$ cat config.mk
export PLATFORM = sky130hd
export DESIGN_NAME = fmes_seq_ctrl_flat
export DESIGN_NICKNAME = d
export VERILOG_FILES = /design/src/rtl/fmes_seq_ctrl_if.sv /design/src/rtl/fmes_seq_ctrl.sv /design/src/flat_wrapper.sv
export SDC_FILE = /design/constraint.sdc
export NUM_CORES = 1
export LEC_CHECK = 0
export ABC_AREA = 1
export BUFFER_PORTS_ARGS = -buffer_cell sky130_fd_sc_hd__buf_4
export CAP_MARGIN = 25
export CORE_ASPECT_RATIO = 0.7
export CORE_MARGIN = 1
export CORE_UTILIZATION = 50
export CTS_CLUSTER_DIAMETER = 60
export DETAILED_ROUTE_END_ITERATION = 12
export GPL_TIMING_DRIVEN = 0
export PLACE_DENSITY = 0.76
export SETUP_SLACK_MARGIN = 0.02
export SYNTH_ARGS = -nofsm -noshare
export SYNTH_HDL_FRONTEND = slang
export SYNTH_SLANG_ARGS = --single-unit
export TNS_END_PERCENT = 1
$ cat constraint.sdc
create_clock -name clk -period 3.46 [get_ports clk]
set_clock_uncertainty 0.1 [all_clocks]
set_input_delay 0.519 -clock clk [delete_from_list [all_inputs] [get_ports clk]]
set_output_delay 0.519 -clock clk [all_outputs]
set_load 0.05 [all_outputs]
$ cat src/rtl/fmes_seq_ctrl_if.sv
// fmes_seq_ctrl_if: control/datapath bundle of the frequency-meter sequencer.
// The master side is the controller/meter; the slave side is the sequencer.
interface fmes_seq_ctrl_if #(
    parameter int W_X = 16,
    parameter int W_Y = 24,
    parameter int W_Q = 16,
    parameter int W_F = 8
);
    logic           ce;
    logic           run;
    logic           single;
    logic           meas_st;
    logic           meas_end;
    logic           div_ok;
    logic [W_X-1:0] x_cnt;
    logic [W_Y-1:0] y_cnt;
    logic [W_Q-1:0] q_in;
    logic [W_F-1:0] f_in;
    logic [W_Q-1:0] q_out;
    logic [W_F-1:0] f_out;
    logic           res_vld;
    logic           busy;
    logic           no_sig;
    logic           ovf;

    modport master (
        output ce, run, single, meas_end, div_ok,
        output x_cnt, y_cnt, q_in, f_in,
        input  meas_st, q_out, f_out,
        input  res_vld, busy, no_sig, ovf
    );

    modport slave (
        input  ce, run, single, meas_end, div_ok,
        input  x_cnt, y_cnt, q_in, f_in,
        output meas_st, q_out, f_out,
        output res_vld, busy, no_sig, ovf
    );
endinterface

$ cat src/rtl/fmes_seq_ctrl.sv
// fmes_seq_ctrl: measurement sequencer for the reciprocal frequency meter.
// Issues start, watches gate/divide phases with timeouts, latches results.
module fmes_seq_ctrl #(
    parameter int W_Q        = 16,
    parameter int W_F        = 8,
    parameter int TMO_TICKS  = 2000,
    parameter int DIV_TMO    = 255,
    parameter int HOLD_TICKS = 500
) (
    input  logic clk,
    input  logic rst_n,
    fmes_seq_ctrl_if.slave bus
);
    localparam int TMAXP = (TMO_TICKS > HOLD_TICKS) ? TMO_TICKS : HOLD_TICKS;
    localparam int TW    = $clog2(TMAXP + 1);
    localparam int DW    = $clog2(DIV_TMO + 1);

    localparam logic [TW-1:0] TMO_L  = TW'(TMO_TICKS);
    localparam logic [TW-1:0] HOLD_L = TW'(HOLD_TICKS);
    localparam logic [DW-1:0] DTMO_L = DW'(DIV_TMO);

    typedef enum logic [2:0] {
        S_IDLE, S_ARM, S_GATE, S_DIV, S_LATCH, S_HOLD
    } state_t;

    state_t         state;
    logic [TW-1:0]  tick_cnt;
    logic [TW-1:0]  tick_nxt;
    logic [DW-1:0]  div_cnt;
    logic           div_q;
    logic           div_edge;
    logic [W_Q-1:0] q_stg;
    logic [W_F-1:0] f_stg;
    logic [W_Q-1:0] q_r;
    logic [W_F-1:0] f_r;
    logic           meas_st_r;
    logic           res_vld_r;
    logic           busy_r;
    logic           no_sig_r;
    logic           ovf_r;

    assign tick_nxt = tick_cnt + 1'b1;
    assign div_edge = bus.div_ok & ~div_q;

    // Previous div_ok level; a stale high level never counts as done.
    always_ff @(posedge clk or negedge rst_n) begin
        if (!rst_n) div_q <= 1'b0;
        else        div_q <= bus.div_ok;
    end

    // Sequencer FSM with registered outputs and saturating counters.
    always_ff @(posedge clk or negedge rst_n) begin
        if (!rst_n) begin
            state     <= S_IDLE;
            tick_cnt  <= '0;
            div_cnt   <= '0;
            q_stg     <= '0;
            f_stg     <= '0;
            q_r       <= '0;
            f_r       <= '0;
            meas_st_r <= 1'b0;
            res_vld_r <= 1'b0;
            busy_r    <= 1'b0;
            no_sig_r  <= 1'b0;
            ovf_r     <= 1'b0;
        end else begin
            meas_st_r <= 1'b0;
            res_vld_r <= 1'b0;
            unique case (state)
                S_IDLE: begin
                    if (bus.single || bus.run) begin
                        state     <= S_ARM;
                        meas_st_r <= 1'b1;
                        busy_r    <= 1'b1;
                        no_sig_r  <= 1'b0;
                        ovf_r     <= 1'b0;
                    end
                end
                S_ARM: begin
                    tick_cnt <= '0;
                    state    <= S_GATE;
                end
                S_GATE: begin
                    if (bus.meas_end) begin
                        if (bus.x_cnt == '0) begin
                            no_sig_r <= 1'b1;
                            q_stg    <= '0;
                            f_stg    <= '0;
                            state    <= S_LATCH;
                        end else begin
                            div_cnt <= '0;
                            state   <= S_DIV;
                        end
                    end else if (bus.ce) begin
                        if (tick_cnt != '1) tick_cnt <= tick_nxt;
                        if (tick_nxt == TMO_L) begin
                            no_sig_r <= 1'b1;
                            q_stg    <= '0;
                            f_stg    <= '0;
                            state    <= S_LATCH;
                        end
                    end
                end
                S_DIV: begin
                    if (div_edge) begin
                        if (bus.y_cnt == '1) ovf_r <= 1'b1;
                        q_stg <= bus.q_in;
                        f_stg <= bus.f_in;
                        state <= S_LATCH;
                    end else if (div_cnt == DTMO_L) begin
                        ovf_r <= 1'b1;
                        q_stg <= '1;
                        f_stg <= '1;
                        state <= S_LATCH;
                    end else if (div_cnt != '1) begin
                        div_cnt <= div_cnt + 1'b1;
                    end
                end
                S_LATCH: begin
                    q_r       <= q_stg;
                    f_r       <= f_stg;
                    res_vld_r <= 1'b1;
                    tick_cnt  <= '0;
                    if (bus.run) begin
                        state <= S_HOLD;
                    end else begin
                        state  <= S_IDLE;
                        busy_r <= 1'b0;
                    end
                end
                S_HOLD: begin
                    if (!bus.run) begin
                        state  <= S_IDLE;
                        busy_r <= 1'b0;
                    end else if (bus.ce) begin
                        if (tick_cnt != '1) tick_cnt <= tick_nxt;
                        if (tick_nxt == HOLD_L) begin
                            state     <= S_ARM;
                            meas_st_r <= 1'b1;
                            no_sig_r  <= 1'b0;
                            ovf_r     <= 1'b0;
                        end
                    end
                end
                default: state <= S_IDLE;
            endcase
        end
    end

    assign bus.meas_st = meas_st_r;
    assign bus.res_vld = res_vld_r;
    assign bus.busy    = busy_r;
    assign bus.no_sig  = no_sig_r;
    assign bus.ovf     = ovf_r;
    assign bus.q_out   = q_r;
    assign bus.f_out   = f_r;
endmodule
$ cat src/flat_wrapper.sv
// flat-port wrapper written by rule: the top's interface ports become plain ports
module fmes_seq_ctrl_flat 
#(
    parameter int W_Q        = 16,
    parameter int W_F        = 8,
    parameter int TMO_TICKS  = 2000,
    parameter int DIV_TMO    = 255,
    parameter int HOLD_TICKS = 500
)
  (clk, rst_n, bus_ce, bus_run, bus_single, bus_meas_end, bus_div_ok, bus_x_cnt, bus_y_cnt, bus_q_in, bus_f_in, bus_meas_st, bus_q_out, bus_f_out, bus_res_vld, bus_busy, bus_no_sig, bus_ovf);
  fmes_seq_ctrl_if #(.W_Q(W_Q), .W_F(W_F)) bus_i ();
  input  logic clk;
  input  logic rst_n;
  input wire logic [$bits(bus_i.ce)-1:0] bus_ce;
  input wire logic [$bits(bus_i.run)-1:0] bus_run;
  input wire logic [$bits(bus_i.single)-1:0] bus_single;
  input wire logic [$bits(bus_i.meas_end)-1:0] bus_meas_end;
  input wire logic [$bits(bus_i.div_ok)-1:0] bus_div_ok;
  input wire logic [$bits(bus_i.x_cnt)-1:0] bus_x_cnt;
  input wire logic [$bits(bus_i.y_cnt)-1:0] bus_y_cnt;
  input wire logic [$bits(bus_i.q_in)-1:0] bus_q_in;
  input wire logic [$bits(bus_i.f_in)-1:0] bus_f_in;
  output wire logic [$bits(bus_i.meas_st)-1:0] bus_meas_st;
  output wire logic [$bits(bus_i.q_out)-1:0] bus_q_out;
  output wire logic [$bits(bus_i.f_out)-1:0] bus_f_out;
  output wire logic [$bits(bus_i.res_vld)-1:0] bus_res_vld;
  output wire logic [$bits(bus_i.busy)-1:0] bus_busy;
  output wire logic [$bits(bus_i.no_sig)-1:0] bus_no_sig;
  output wire logic [$bits(bus_i.ovf)-1:0] bus_ovf;
  assign bus_i.ce = bus_ce;
  assign bus_i.run = bus_run;
  assign bus_i.single = bus_single;
  assign bus_i.meas_end = bus_meas_end;
  assign bus_i.div_ok = bus_div_ok;
  assign bus_i.x_cnt = bus_x_cnt;
  assign bus_i.y_cnt = bus_y_cnt;
  assign bus_i.q_in = bus_q_in;
  assign bus_i.f_in = bus_f_in;
  assign bus_meas_st = bus_i.meas_st;
  assign bus_q_out = bus_i.q_out;
  assign bus_f_out = bus_i.f_out;
  assign bus_res_vld = bus_i.res_vld;
  assign bus_busy = bus_i.busy;
  assign bus_no_sig = bus_i.no_sig;
  assign bus_ovf = bus_i.ovf;
  fmes_seq_ctrl #(.W_Q(W_Q), .W_F(W_F), .TMO_TICKS(TMO_TICKS), .DIV_TMO(DIV_TMO), .HOLD_TICKS(HOLD_TICKS)) u_core (.clk(clk), .rst_n(rst_n), .bus(bus_i));
endmodule
==> results.ini, run 1 <==
[synth]
yosys_warnings = 0
syn_area_sq_um = 3740
async_reset_ff_share_pct = 100
netlist_instances = 476
synth_area_leader_cell = dfrtp_1
ys_seq_area_share_pct = 50.8
synthFlopType = dfrtp_1
netlist.area_leader.share_pct = 50.8
synth.distinct_cells = 30
synth_edf_count = 0
synth_nets = 549
ys_seq_elements = 76
synthTopCellsByArea = dfrtp_1, nand2_1, o21ai_0, nor2_1, nand3_1
syn_area_per_cell_sq_um = 7.87

[power]
p_leak_nw = 2.50
seq_power_share_pct = 33.3
p_per_area_nw_per_um2 = 871
p_int_w = 0.00230
ir_drop_v = 0.000477
switching_share_pct = 45.9
combPwrFrac_pct = 47.2
clockPowerShare_pct = 19.6
power.switching_w = 0.00195

[floorplan]
num_rows = 25
fp.dieW_um = 105
core-area_sq_um = 7010
io_pins = 100
die_h_um = 74.4
dieArea_sq_um = 7850
initial_utilization_pct = 53.4

[finish]
design_area_sq_um = 4890
final_common_cell = nand2_1
fin_cells = 687
n_antenna_cell = 0
final_cell_mix = nand2_1, buf_4, dfrtp_1, o21ai_0, nor2_1
nets = 661
final-seq-area_sq_um = 1900
final_util_pct = 69.8
nFillCells = 586
multiInputGateArea_sq_um = 1630
syn2layout_area_growth_pct = 30.5
layout-drive-gt1-share_pct = 25.6

[sta]
relSlewSlack_pct = 62.4
finalSetupViolations = 0
worst_slew_pin_slew_ps = 563
fmax_mhz = 415
fin_crit_sh_pct = 69.6
fin_crit_ps = 2410
finalHoldViolCount = 0
setup_tns_ps = 0
rsz0062_at_grt = false
drv_slew = 0
timing.hold.ws_ps = 183

[worst_setup_path]
r2r_slack_ps = 1050
cp.arrival_ps = 2540
timing.rr.end = u_core.bus.ovf
worstRegToRegCells = 12
start_kind = flop
worst-setup-path-type = reg2reg
worst-path-max-fanout = 5
r2r-start = u_core.tick_cnt[1]
cp.required_ps = 3590
critPathCaptureType = flop

[clock_network]
cts_max_path_buffers = 2
ctsResizeCount = 0
clk_pin_slew_ps = 80
cts_buffers = 9
cts_setup_buffers = 0
root_buffer = clkbuf_8
cts_sinks = 76
h-tree-depth = 3
cts_tree = yes
clk_latency_ps = 350

[placed_design]
port_buffers = 99
finalWeightedCongestion = 0.867
place_area_sq_um = 4610
dp.cells = 669
dpl.hpwl_mm = 6.89

[route]
post_drt_wl_per_cell_um = 13.6
vias = 3594
drt_pass1_iterations = 5
drcViolationCount = 0
drt_iter0_drc = 220
postRouteAntennaNets = 0
viasPerCell = 5.23
wl_mm = 9.34

[global_route]
antenna_found_initial = 0
grt_overflow = 0
track_usage_pct = 25.5
grt_pass1_wl_mm = 15.3
grt_max_degree = 77
first_global_vias = 3247

[worst_hold_path]
whs_endpoint = u_core.div_q
min_from = bus_div_ok
hp-class = in2reg
holdPathStages = 1

[status]
outcome = finished clean

[run]
drv_cap = 0

==> power groups by stage <==
stage / clock network (W) / registers (W) / logic [W]
finish: 0.000833 / 0.00142 / 0.00201
global route: 0.000886 / 0.00145 / 0.00220
CTS: 0.000841 / 0.00141 / 0.00201
detailed placement: 0 / 0.00143 / 0.00200
global placement: 0 / 0.00141 / 0.00196
floorplan: 0 / 0.00195 / 0.000843
==> worst max path at each step <==
stage | depth (start not counted) | to | from
2_1_floorplan | 14 | u_core.f_stg[2] | u_core.tick_cnt[1]
3_3_place_gp | 11 | u_core.f_stg[4] | u_core.tick_cnt[1]
3_5_place_dp | 12 | u_core.bus.ovf | u_core.tick_cnt[1]
4_1_cts | 12 | u_core.bus.ovf | u_core.tick_cnt[1]
5_1_grt | 12 | u_core.bus.ovf | u_core.tick_cnt[1]
6_report | 12 | u_core.bus.ovf | u_core.tick_cnt[1]
==> layout make-up <==
| class | instances | area share (%) |
|---|---|---|
| multi-input cells | 353 | 33.3 |
| clock inverters | 7 | 2.48 |
| flip-flops and latches | 76 | 38.9 |
| plain buffers | 16 | 2.05 |
| well taps | 94 | 2.41 |
| inverters | 31 | 2.38 |
| clock buffers | 9 | 2.53 |
| repair buffers | 101 | 16.0 |
==> flip-flops by register name, indices dropped and copies added, names as in the netlist <==
signal / count
u_core.bus.q_out: 16
u_core.q_stg: 16
u_core.tick_cnt: 11
u_core.bus.f_out: 8
u_core.div_cnt: 8
u_core.f_stg: 8
u_core.state: 3
u_core.bus.busy: 1
u_core.bus.meas_st: 1
u_core.bus.no_sig: 1
u_core.bus.ovf: 1
u_core.bus.res_vld: 1
u_core.div_q: 1
==> layer usage <==
layer	wire, um	vias to the layer above	track usage (%)	part of all wire [%]
li1	-	1761	-	-
met5	0	-	0	0
met3	602	10	5.61	6.4
met1	4370	1669	35.2	47
met2	4280	154	41.3	46
met4	91	0	6.73	0.97
==> stage by stage <==
step / setup slack (ps) / power (W)
5_1_grt: 794 / 0.00454
3_5_place_dp: 1100 / 0.00343
6_report: 1050 / 0.00426
2_1_floorplan: 1470 / 0.00279
3_3_place_gp: 1170 / 0.00338
4_1_cts: 1070 / 0.00427
==> synthesized netlist by cell type, types with 7 or more instances <==
cell and count:
o21ai_0 44, inv_1 28, o21ai_1 16, nand3_1 23, a21oi_1 7, nand2_2 12
dfrtp_1 76, nand4_1 10, nand2_1 171, clkbuf_1 9, nor2_1 40
==> timing repair <==
item	CTS	global route
endpoints found under the hold margin	0	2
setup endpoints to repair	0	0
hold buffers	0	1
==> cell families (layout without fill, tap and decap cells) <==
logic type      after synthesis  in the layout  share of synthesized area, %
flops                        76             76                          50.8
simple gates                271            271                          30.9
xor+xnor                      3              3                         0.702
buf+inv                      47            164                          5.78
fa+ha+maj                     2              2                         0.668
compound gates               77             77                          11.1
==> worst max-delay path, cell delays in order (launching register included) <==
cell and delay [ps]:
dfrtp_1 450, ha_1 310, nand3_2 150, nor2_4 160, nand3_1 150, nand2_2 120, nand3_1 80, nor2_1 180
nor2_1 60, nor2_1 280, nand2_1 120, nand2_1 80, nand2_1 60
Note: power is estimated with default switching activity, not from simulation.
==> inputs of run 2 (changes only) <==
- CORE_UTILIZATION: 50 -> 48
- PLACE_DENSITY: 0.76 -> 0.77
- clock period: 3.46 -> 2.2 ns (I/O delays scaled with it)
==> results.ini, run 2 (synthesized netlist as in run 1, its figures left out) <==
[power]
ir_drop_v = 0.000681
p_per_area_nw_per_um2 = 1310
p_leak_nw = 2.52

[worst_setup_path]
cpMostUsedCell = nand2_1
r2r-start = u_core.tick_cnt[1]
start_kind = flop
path_cells = ha_4 > nand3_4 > nor2_4 > nand2_1 > nand2_2 > nand2_1 > nor2_2 > nand3_2 > nand2_2 > nand3_2 > buf_6 > buf_6 > nand2_1 > o21ai_1
cp-startpoint = u_core.tick_cnt[1]
cp.arrival_ps = 2290
worst-setup-path-type = reg2reg
slowest_stage = dfrtp_2
critPathCaptureType = flop
worst-path-max-fanout = 10
critical_path.max_stage_delay_ps = 420
cp.required_ps = 2340
worstRegToRegCells = 14

[worst_hold_path]
holdPathStages = 3
min_from = bus_single
hp-class = in2reg

[global_route]
grt_overflow = 0
antenna_found_initial = 0
grt_max_degree = 77
grt_pass1_wl_mm = 15.8
track_usage_pct = 24.7
first_global_vias = 3498

[route]
drt_iter0_drc = 181
wl_mm = 9.35
postRouteAntennaNets = 0
viasPerCell = 5.07
drt_pass1_iterations = 4
post_drt_wl_per_cell_um = 13.3
vias = 3551
drcViolationCount = 0

[sta]
worst_slew_pin_slew_ps = 460
timing.hold.ws_ps = 170
finalSetupViolations = 0
fin_crit_ps = 2150
finalHoldViolCount = 0
fmax_mhz = 465
relSlewSlack_pct = 69.3
setup_tns_ps = 0
drv_slew = 0
rsz0062_at_grt = true
fin_crit_sh_pct = 97.8
fin_ws_ps = 49.4

[clock_network]
root_buffer = clkbuf_8
cts_buffers = 9
cts_max_path_buffers = 2
h-tree-depth = 3
cts_tree = yes
clk_pin_slew_ps = 70
cts_sinks = 76
clk_latency_ps = 360

[finish]
final_common_cell = nand2_1
syn2layout_area_growth_pct = 32.5
layout-drive-gt1-share_pct = 28.0
final_util_pct = 66.9
n_antenna_cell = 0
design_area_sq_um = 4960
nets = 673
final_cell_mix = nand2_1, buf_4, dfrtp_1, o21ai_0, nor2_1

[floorplan]
initial_utilization_pct = 50.5
dieArea_sq_um = 8160
fp.dieW_um = 108
io_pins = 100
die_h_um = 75.9
core-area_sq_um = 7420
num_rows = 26

[placed_design]
place_area_sq_um = 4610
dp_slack_ps = -133
port_buffers = 99
finalWeightedCongestion = 0.883
dpl.hpwl_mm = 6.89

[status]
outcome = finished clean

[run]
drv_cap = 0

-- run 2: cell types whose count changed in the layout (fill, tap and decap cells not counted), moves of 2 or more --
cell / delta
buf_4: +11
bufinv_16: -2
inv_6: -2
nor2_1: -4
nor2_2: +4
-- run 2: report_power, final --
part	internal (W)	total, W	leakage [nW]	switching, W
combinational	0.00108	0.00328	1.41	0.00220
sequential	0.00190	0.00223	1.02	0.000333
clock	0.000509	0.00100	0.0890	0.000492
-- run 2: per-layer routing --
metal | global-route usage (%) | routed length, um
met1 | 31.6 | 4290
met2 | 40.5 | 4490
met3 | 7.40 | 471
met4 | 6.58 | 94
met5 | 0 | 0
-- run 2: path summary, 6_finish.rpt --
check                                           end  slack [ps]
worst min register to register  u_core.bus.f_out[4]         370
worst max-delay path                u_core.q_stg[2]          50
max in group asynchronous         u_core.div_cnt[1]        1110
worst min-delay path                u_core.bus.busy         170
worst max register to register      u_core.q_stg[2]          50
min in group asynchronous       u_core.bus.q_out[7]         330
-- run 2: area by class of cell --
type                            count  area [sq um]
Clock buffer                       11           131
Clock inverter                      3          40.0
Inverter                           31           116
Sequential cell                    76          1900
Buffer                             16           104
Multi-Input combinational cell    353          1670
Tap cell                           98           123
Fill cell                         642          2450
Timing Repair Buffer              113           873
-- run 2: through the flow --
stage,cells,power [W]
final,701,0.00651
after global routing,701,0.00694
after CTS,689,0.00640
after detailed placement,673,0.00537
after global placement,673,0.00527
after floorplan,476,0.00439
-- run 2: timing repair --
item                                    CTS  global route
setup buffers                             1            10
resized for setup                         4             9
endpoints found under the setup margin   28            39
pin swaps                                 0             4
hold endpoints to repair                  1            25
hold buffers                              1             1
-- run 2: critical path: cells and delay by family, from the launching register on --
kind | cells | cell delay [ps]
buf+inv | 2 | 290
simple gates | 10 | 990
compound gates | 1 | 60
fa+ha+maj | 1 | 180
flops | 1 | 420
